<file path="config.mk">
export PLATFORM = sky130hd
export DESIGN_NAME = jk_cmd_sequencer
export DESIGN_NICKNAME = d
export VERILOG_FILES = /design/src/rtl/jk_pkg.sv /design/src/rtl/jk_cmd_fifo.sv /design/src/rtl/jk_cmd_sequencer.sv
export SDC_FILE = /design/constraint.sdc
export NUM_CORES = 1
export LEC_CHECK = 0
export CAP_MARGIN = 5
export CORE_UTILIZATION = 42
export DETAILED_ROUTE_END_ITERATION = 8
export GPL_TIMING_DRIVEN = 0
export MAX_ROUTING_LAYER = met4
export PLACE_DENSITY = 0.68
export SYNTH_ARGS = -nofsm -noshare
export SYNTH_HDL_FRONTEND = slang
export SYNTH_HIERARCHICAL = 1
export SYNTH_SLANG_ARGS = --single-unit
</file>
<file path="constraint.sdc">
create_clock -name clk -period 5.9 [get_ports clk]
set_input_delay 1.18 -clock clk [delete_from_list [all_inputs] [get_ports clk]]
set_output_delay 1.18 -clock clk [all_outputs]
set_load 0.02 [all_outputs]
</file>
<file path="src/rtl/jk_pkg.sv">
// Shared definitions for the JK command sequencer: op and state encodings,
// the packed command format, and the next-q rule of a JK stage.
package jk_pkg;

  localparam int CMD_W = 6;

  typedef enum logic [1:0] {
    JK_HOLD   = 2'b00,
    JK_RESET  = 2'b01,
    JK_SET    = 2'b10,
    JK_TOGGLE = 2'b11
  } jk_op_e;

  typedef enum logic [1:0] {
    S_IDLE  = 2'b00,
    S_DRIVE = 2'b01,
    S_GAP   = 2'b10
  } seq_state_e;

  typedef struct packed {
    jk_op_e     op;
    logic [3:0] cnt;
  } jk_cmd_t;

  // {j,k} equals the op encoding, so the op alone decides the next q.
  function automatic logic jk_next(jk_op_e op, logic q);
    logic nq;
    nq = q;
    case (op)
      JK_RESET:  nq = 1'b0;
      JK_SET:    nq = 1'b1;
      JK_TOGGLE: nq = ~q;
      default:   nq = q;
    endcase
    return nq;
  endfunction

endpackage

</file>
<file path="src/rtl/jk_cmd_fifo.sv">
// Command FIFO for the JK sequencer: DEPTH entries (power of two, >= 2),
// extra-MSB pointers, head visible combinationally on rd_cmd.
module jk_cmd_fifo
  import jk_pkg::*;
#(
  parameter int DEPTH = 4
) (
  input  logic    clk,
  input  logic    rst,
  input  logic    push,
  input  logic    pop,
  input  jk_cmd_t wr_cmd,
  output jk_cmd_t rd_cmd,
  output logic    full,
  output logic    empty
);

  localparam int AW = $clog2(DEPTH);

  logic [AW:0] wr_ptr;
  logic [AW:0] rd_ptr;
  jk_cmd_t     mem [DEPTH];

  // NOTE: sequential state uses non-blocking assignments so every register
  // samples the pre-edge values of its neighbours.
  always_ff @(posedge clk) begin
    if (rst) begin
      wr_ptr <= '0;
      rd_ptr <= '0;
    end else begin
      if (push && !full) wr_ptr <= wr_ptr + (AW+1)'(1);
      if (pop && !empty) rd_ptr <= rd_ptr + (AW+1)'(1);
    end
  end

  // NOTE: storage is not reset; the pointers alone define which entries are live.
  always_ff @(posedge clk) begin
    if (push && !full) mem[wr_ptr[AW-1:0]] <= wr_cmd;
  end

  assign rd_cmd = mem[rd_ptr[AW-1:0]];
  assign empty  = (wr_ptr == rd_ptr);
  assign full   = (wr_ptr[AW] != rd_ptr[AW]) && (wr_ptr[AW-1:0] == rd_ptr[AW-1:0]);

endmodule

</file>
<file path="src/rtl/jk_cmd_sequencer.sv">
// Queues hold/reset/set/toggle commands and plays each out as a timed j/k
// waveform plus a hold gap. Optional q self-check under JK_SEQ_CHECK_EN.
module jk_cmd_sequencer
  import jk_pkg::*;
#(
  parameter int DEPTH   = 4,
  parameter int GAP_CYC = 1
) (
  input  logic       clk,
  input  logic       rst,
  input  logic       cmd_valid,
  output logic       cmd_ready,
  input  logic [1:0] cmd_op,
  input  logic [3:0] cmd_cnt,
  output logic       j,
  output logic       k,
  output logic       busy,
  output logic       done,
  input  logic       q_in,
  output logic       err
);

  localparam bit         HAS_GAP  = (GAP_CYC > 0);
  localparam logic [3:0] GAP_LOAD = 4'((GAP_CYC > 0) ? GAP_CYC - 1 : 0);

  seq_state_e state;
  logic [3:0] cnt;
  jk_op_e     op;
  jk_cmd_t    head;
  jk_cmd_t    wr_cmd;
  logic       fifo_full;
  logic       fifo_empty;
  logic       push;
  logic       pop;
  logic       last_cyc;

  assign wr_cmd    = '{op: jk_op_e'(cmd_op), cnt: cmd_cnt};
  assign push      = cmd_valid && !fifo_full;
  assign pop       = (state == S_IDLE) && !fifo_empty;
  assign cmd_ready = !fifo_full;
  assign busy      = (state != S_IDLE) || !fifo_empty;
  assign last_cyc  = (cnt == 4'd0) &&
                     ((state == S_GAP) || (!HAS_GAP && (state == S_DRIVE)));

  jk_cmd_fifo #(.DEPTH(DEPTH)) u_fifo (
    .clk    (clk),
    .rst    (rst),
    .push   (push),
    .pop    (pop),
    .wr_cmd (wr_cmd),
    .rd_cmd (head),
    .full   (fifo_full),
    .empty  (fifo_empty)
  );

  // j/k/done are registered decodes of the current state, so the waveform
  // trails the FSM by one cycle and never glitches.
  always_ff @(posedge clk) begin
    if (rst) begin
      state <= S_IDLE;
      cnt   <= '0;
      op    <= JK_HOLD;
      j     <= 1'b0;
      k     <= 1'b0;
      done  <= 1'b0;
    end else begin
      j    <= (state == S_DRIVE) && op[1];
      k    <= (state == S_DRIVE) && op[0];
      done <= last_cyc;
      unique case (state)
        S_IDLE: begin
          if (!fifo_empty) begin
            state <= S_DRIVE;
            op    <= head.op;
            cnt   <= head.cnt;
          end
        end
        S_DRIVE: begin
          if (cnt == 4'd0) begin
            if (HAS_GAP) begin
              state <= S_GAP;
              cnt   <= GAP_LOAD;
            end else begin
              state <= S_IDLE;
            end
          end else begin
            cnt <= cnt - 4'd1;
          end
        end
        S_GAP: begin
          if (cnt == 4'd0) state <= S_IDLE;
          else             cnt   <= cnt - 4'd1;
        end
        default: state <= S_IDLE;
      endcase
    end
  end

`ifdef JK_SEQ_CHECK_EN
  logic exp_q;
  logic exp_q_d;
  logic chk_armed;

  // The stage sees j/k one cycle after DRIVE, so q_in lines up with exp_q_d.
  always_ff @(posedge clk) begin
    if (rst) begin
      exp_q     <= 1'b0;
      exp_q_d   <= 1'b0;
      chk_armed <= 1'b0;
      err       <= 1'b0;
    end else begin
      chk_armed <= 1'b1;
      exp_q_d   <= exp_q;
      if (state == S_DRIVE) exp_q <= jk_next(op, exp_q);
      if (chk_armed && (state != S_DRIVE) && (q_in != exp_q_d)) err <= 1'b1;
    end
  end
`else
  logic unused_q_in;
  assign unused_q_in = q_in;
  assign err         = 1'b0;
`endif

endmodule
</file>
Word level (Yosys, flattened, before mapping)
Memory sizes are Yosys's and may differ from the RTL's. A register that Yosys moved wholly into a read port is not among the register bits. Cells that the tools add are included.

Add/sub/neg operators: 3. Multiplexer cells: 12. Eq/ne operators: 9. Reductions and logical operators: 18. Bitwise gates (word level): 1.

Operators with widths (number): 4-bit two-way mux (3); 4-bit one-hot mux with 3 select lines (1); 2-bit two-way mux (5); 1-bit logical AND (8); 3-bit by 1-bit adder with 3-bit output, second input constant (2); 2-bit one-hot mux with 3 select lines (1); 3-bit AND reduction (2); 4-bit zero test (1); 2-bit by 1-bit != test with 1-bit output, second input constant (2); 2-bit != test, second input constant (2); 4-bit by 1-bit subtractor with 4-bit output, second input constant (1); 3-bit equality test (1); 3-bit nonzero test (1); 2-bit by 1-bit equality test with 1-bit output, second input constant (1); 2-bit equality test (1); 2-bit equality test, second input constant (1); 1-bit zero test (2); 2-bit zero test (1); 1-bit two-way mux (2); 2-bit AND reduction (1); 2-bit nonzero test (1); 1-bit logical OR (1); 1-bit != test (1); 1-bit NOT (1).

Bits in writable memories: 24. Bits of input ports: 10. Output and inout port bits: 6. Register bits: 17. Memories kept: 1.

Memory list: u_fifo.mem (words 4, width 6, read ports 1, clocked after memory_dff 1, write ports 1, RTL line jk_cmd_fifo.sv:22) `jk_cmd_t mem [DEPTH];`.

Logic depth before layout (Yosys ltp)
Gate-level depths: netlist of the first run.

Word-level depth: 7. Gate-level depth with buffers: 8. Mapped depth without buffers: 7.

Cells and area by module
The synthesis of the first run kept the hierarchy.

By module, submodules not included: jk_cmd_fifo (area each 1442.6 sq um, sequential area each 880.8 sq um, instances 1, cells an instance 99); jk_cmd_sequencer (area each 640.6 sq um, sequential area each 220.2 sq um, instances 1, cells an instance 74).

Worst setup path after synthesis of the first run
Ideal clock, no wire load.

Path type: register -> output. From: reg u_fifo.wr_ptr[1]. To: out busy. Setup slack: 3365 ps. Cell stages (with the launch flop): 6. Arrival time: 1355 ps. Cell sequence: dfxtp_1 > buf_6 > xnor2_1 > nand2_1 > nor2_1 > nand2_1.

Longest elaborated chain between the ends: 3.

Ends and longest elaborated chain: from (decl) (RTL line jk_cmd_fifo.sv:20) `logic [AW:0] wr_ptr;`; from (signal assigned) (RTL line jk_cmd_fifo.sv:31) `if (push && !full) wr_ptr <= wr_ptr + (AW+1)'(1);`; 3-bit equality test (RTL line jk_cmd_fifo.sv:42) `assign empty = (wr_ptr == rd_ptr);`; named net fifo_empty (RTL line jk_cmd_sequencer.sv:32) `logic fifo_empty;`; 1-bit zero test (RTL line jk_cmd_sequencer.sv:41) `assign busy = (state != S_IDLE) || !fifo_empty;`; 1-bit logical OR (RTL line jk_cmd_sequencer.sv:41); to (decl) (RTL line jk_cmd_sequencer.sv:17) `output logic busy,`.

The timed path passes the listed nets, and every way through them passes these cells.

Final worst setup path of the first run
From: reg u_fifo.wr_ptr[0]. To: out busy.

The elaborated chain is that of the path after synthesis.

==> results.py, run 1 <==
metrics = {
    "status": {
        "outcome": "completed",
    },
    "clock_network": {
        "cts_setup_buffers": 0,
        "cts-resized-gates": 0,
        "numCtsBuffers": 5,
        "cts_tree": "built",
        "clk_path_buf_depth": 2,
        "clk_pin_slew_worst_paths_ns": 0.08,
        "cts_root_buffer": "clkbuf_8",
        "clkLatencyLatePin_ns": 0.30,
        "clock-sinks": 43,
        "cts_htree_levels": 2,
        "hold_buffers": 0,
    },
    "logic_synthesis": {
        "synth_top_family_by_area": "simple AND/OR/NAND/NOR gates",
        "postSynthAreaPerCell_um2": 12.0,
        "synthArstFlopShare": 0,
        "synth_compound_area_frac": 0.122,
        "ys_warn_count": 6,
        "synthCells": 173,
        "synth_top_flop_cell": "edfxtp_1",
        "synth-xor-area-share": 0.0252,
        "netlist_area_mm2": 0.00208,
        "synthTopCellsByArea": "edfxtp_1, dfxtp_1, ha_1",
        "ys_ff_latch": 43,
        "synthMuxAreaShare": 0.0841,
        "yosysUniqueCellTypes": 44,
        "yosys.area_share.simple": 0.126,
        "synth_edf_count": 24,
        "synth_fa_ha_area_frac": 0.0661,
        "yosysTopAreaCellShare": 0.346,
        "synth_nets": 194,
        "yosysMostFrequentCell": "edfxtp_1",
        "synth_seq_area_share": 0.529,
        "netlist_top_cells_count": "edfxtp_1, dfxtp_1, inv_1",
        "yosys.area.top_type": "edfxtp_1",
    },
    "timing": {
        "final.setup.tns_ns": 0,
        "tightestPinTransition_ns": 0.820,
        "finalCritPeriodShare": 0.628,
        "rsz0062_at_grt": "false",
        "slew_viol_final": 0,
        "final.min_clock_period_ns": 3.71,
        "slew_headroom": 0.451,
        "hold_violations": 0,
        "max_freq_mhz": 270,
        "finClkSkew_ns": 0.0107,
        "final-setup-viol-count": 0,
    },
    "grt": {
        "grt_max_degree": 14,
        "grt.busiest_layer": "met2",
        "track_usage": 0.171,
        "met2_usage": 0.301,
        "antenna_found_initial": 0,
        "grt_overflow_total": 0,
        "grt_util_met3": 0.0417,
        "grt_pass1_wl_um": 6490,
        "grtUsageMet1": 0.182,
        "grt_pass1_vias": 1407,
    },
    "setup_path": {
        "required_ns": 4.72,
        "crit_fanout": 8,
        "end_kind": "output port",
        "cp-startpoint": "u_fifo/wr_ptr[0]",
        "path_class": "reg -> out",
        "cp.arrival_ns": 2.53,
        "reg2reg_from": "u_fifo/wr_ptr[0]",
        "cp-start-kind": "flip-flop",
    },
    "power": {
        "seq_power_share": 0.369,
        "pwr-share-clk": 0.192,
        "power_density_mw_per_mm2": 483,
        "switching_share": 0.378,
        "p_int_mw": 0.721,
        "p_leak_nw": 0.856,
        "ir_drop_v": 0.000249,
        "comb_power_share": 0.439,
        "p_sw_mw": 0.439,
    },
    "final_layout": {
        "area_delta_synth_final_pct": 15.4,
        "num-fill-cells": 427,
        "stdcell_area_mm2": 0.00240,
        "nets": 214,
        "layout-drive-gt1-share": 0.103,
        "antenna_cells": 0,
    },
    "hold_path": {
        "min-delay-start": "op[0]",
        "hp-class": "reg -> reg",
    },
    "place": {
        "gp_congestion": 0.854,
        "numPortBuffers": 13,
        "postPlaceCellArea_mm2": 0.00230,
        "dpl.hpwl_um": 2890,
    },
    "drt": {
        "wl_per_cell_um": 15.0,
        "antenna_left": 0,
        "vias": 1430,
        "drtPass1Iterations": 4,
        "viasPerCell": 5.48,
        "drc": 0,
        "drtIter0Drc": 40,
        "routed_wl_um": 3910,
    },
    "floorplan": {
        "start_util": 0.438,
        "rows": 25,
        "die-area_mm2": 0.00525,
        "die_w_um": 72.4,
        "ios": 16,
        "coreArea_mm2": 0.00475,
        "die_y_um": 72.4,
    },
    "job": {
        "cap_violations": 0,
    },
}
layout make-up:
type	instances	area, um^2	area share
buffer	6	48.8	0.0203
clock buffer	7	76.3	0.0318
clock inverter	1	30.0	0.0125
inverter	13	48.8	0.0203
multi-input combinational	111	885	0.368
sequential	43	1100	0.458
tap	67	83.8	0.0349
timing repair buffer	13	130	0.0541
sequential cells by signal (all words and copies together) (netlist names), named ones only:
register       flops
k                  1
state              2
u_fifo/mem        24
j                  1
done               1
u_fifo/wr_ptr      3
op                 2
u_fifo/rd_ptr      3
cnt                4
worst max-delay path, cell delays in order, from the launching register on:
cell,delay (ns)
dfxtp_1,0.39
xnor2_1,0.53
nand2_1,0.27
nor2_1,0.33
nand2_1,0.14
clkdlybuf4s50_1,0.56
metal layers:
| metal | routed length (um) | vias up |
|---|---|---|
| li1 | - | 685 |
| met1 | 1630 | 702 |
| met2 | 2030 | 37 |
| met3 | 175 | 6 |
| met4 | 65 | 0 |
| met5 | 0 | - |
per-stage QoR:
step	total power, mW	hold WS [ns]	util	worst slack (ns)	instances
global route	1.23	0.527	0.506	2.09	261
CTS	1.16	0.512	0.506	2.24	261
finish	1.16	0.506	0.506	2.19	261
detailed placement	0.939	0.491	0.483	2.58	253
global placement	0.907	0.470	0.483	2.62	253
floorplan	0.808	0.452	-	3.36	173
path summary, 6_finish.rpt:
| kind | end | slack (ns) | cells past startpoint |
|---|---|---|---|
| max | busy | 2.19 | 5 |
| max reg2reg | u_fifo/mem[3][1] | 3.31 | 6 |
| min | k | 0.51 | 1 |
| min reg2reg | k | 0.51 | 1 |
power by group through the flow:
| stage | Combinational (mW) | Sequential, mW | Clock, mW |
|---|---|---|---|
| floorplan | 0.385 | 0.423 | 0 |
| global placement | 0.479 | 0.428 | 0 |
| detailed placement | 0.505 | 0.434 | 0 |
| CTS | 0.507 | 0.428 | 0.227 |
| global route | 0.558 | 0.436 | 0.239 |
| finish | 0.509 | 0.428 | 0.223 |
cells in the final DEF (no fill, tap or decap), types with 3 or more instances in the layout:
cell	Yosys	layout
a21oi_1	9	9
a31oi_1	4	4
and2_1	3	3
clkbuf_1	1	3
clkbuf_8	1	6
clkdlybuf4s50_1	0	13
dfxtp_1	19	19
edfxtp_1	24	24
ha_1	11	11
inv_1	13	13
mux2i_1	4	4
mux4_2	6	6
nand2_1	7	7
nand3_1	4	4
nand3b_1	3	3
nor2_1	10	10
nor3b_1	5	5
o211ai_1	5	5
o21ai_0	6	6
xnor2_1	3	3
xor2_1	3	3
cells by family after synthesis:
| logic type | after synthesis |
|---|---|
| fa+ha+maj | 11 |
| simple gates | 46 |
| flops | 43 |
| mux | 10 |
| other cells | 1 |
| xor+xnor | 6 |
| compound gates | 37 |
| buf+inv | 19 |
Note: power is estimated with default switching activity, not from simulation.
==> run 2: changes to the inputs <==
==> constraint.sdc (replaced) <==
create_clock -name clk -period 3.5 [get_ports clk]
set_input_delay 0.7 -clock clk [delete_from_list [all_inputs] [get_ports clk]]
set_output_delay 0.7 -clock clk [all_outputs]
set_load 0.02 [all_outputs]
==> results of run 2 <==
The final DEF is identical to that of run 1. Status: completed.
Among the figures that moved: setup slack after placement 2.58 ns -> 0.661 ns; setup slack after layout 2.19 ns -> 0.273 ns; register-to-register setup slack 3.31 ns -> 0.91 ns; total power 1.16 mW -> 1.96 mW; worst IR drop on VDD 0.000249 V -> 0.000419 V
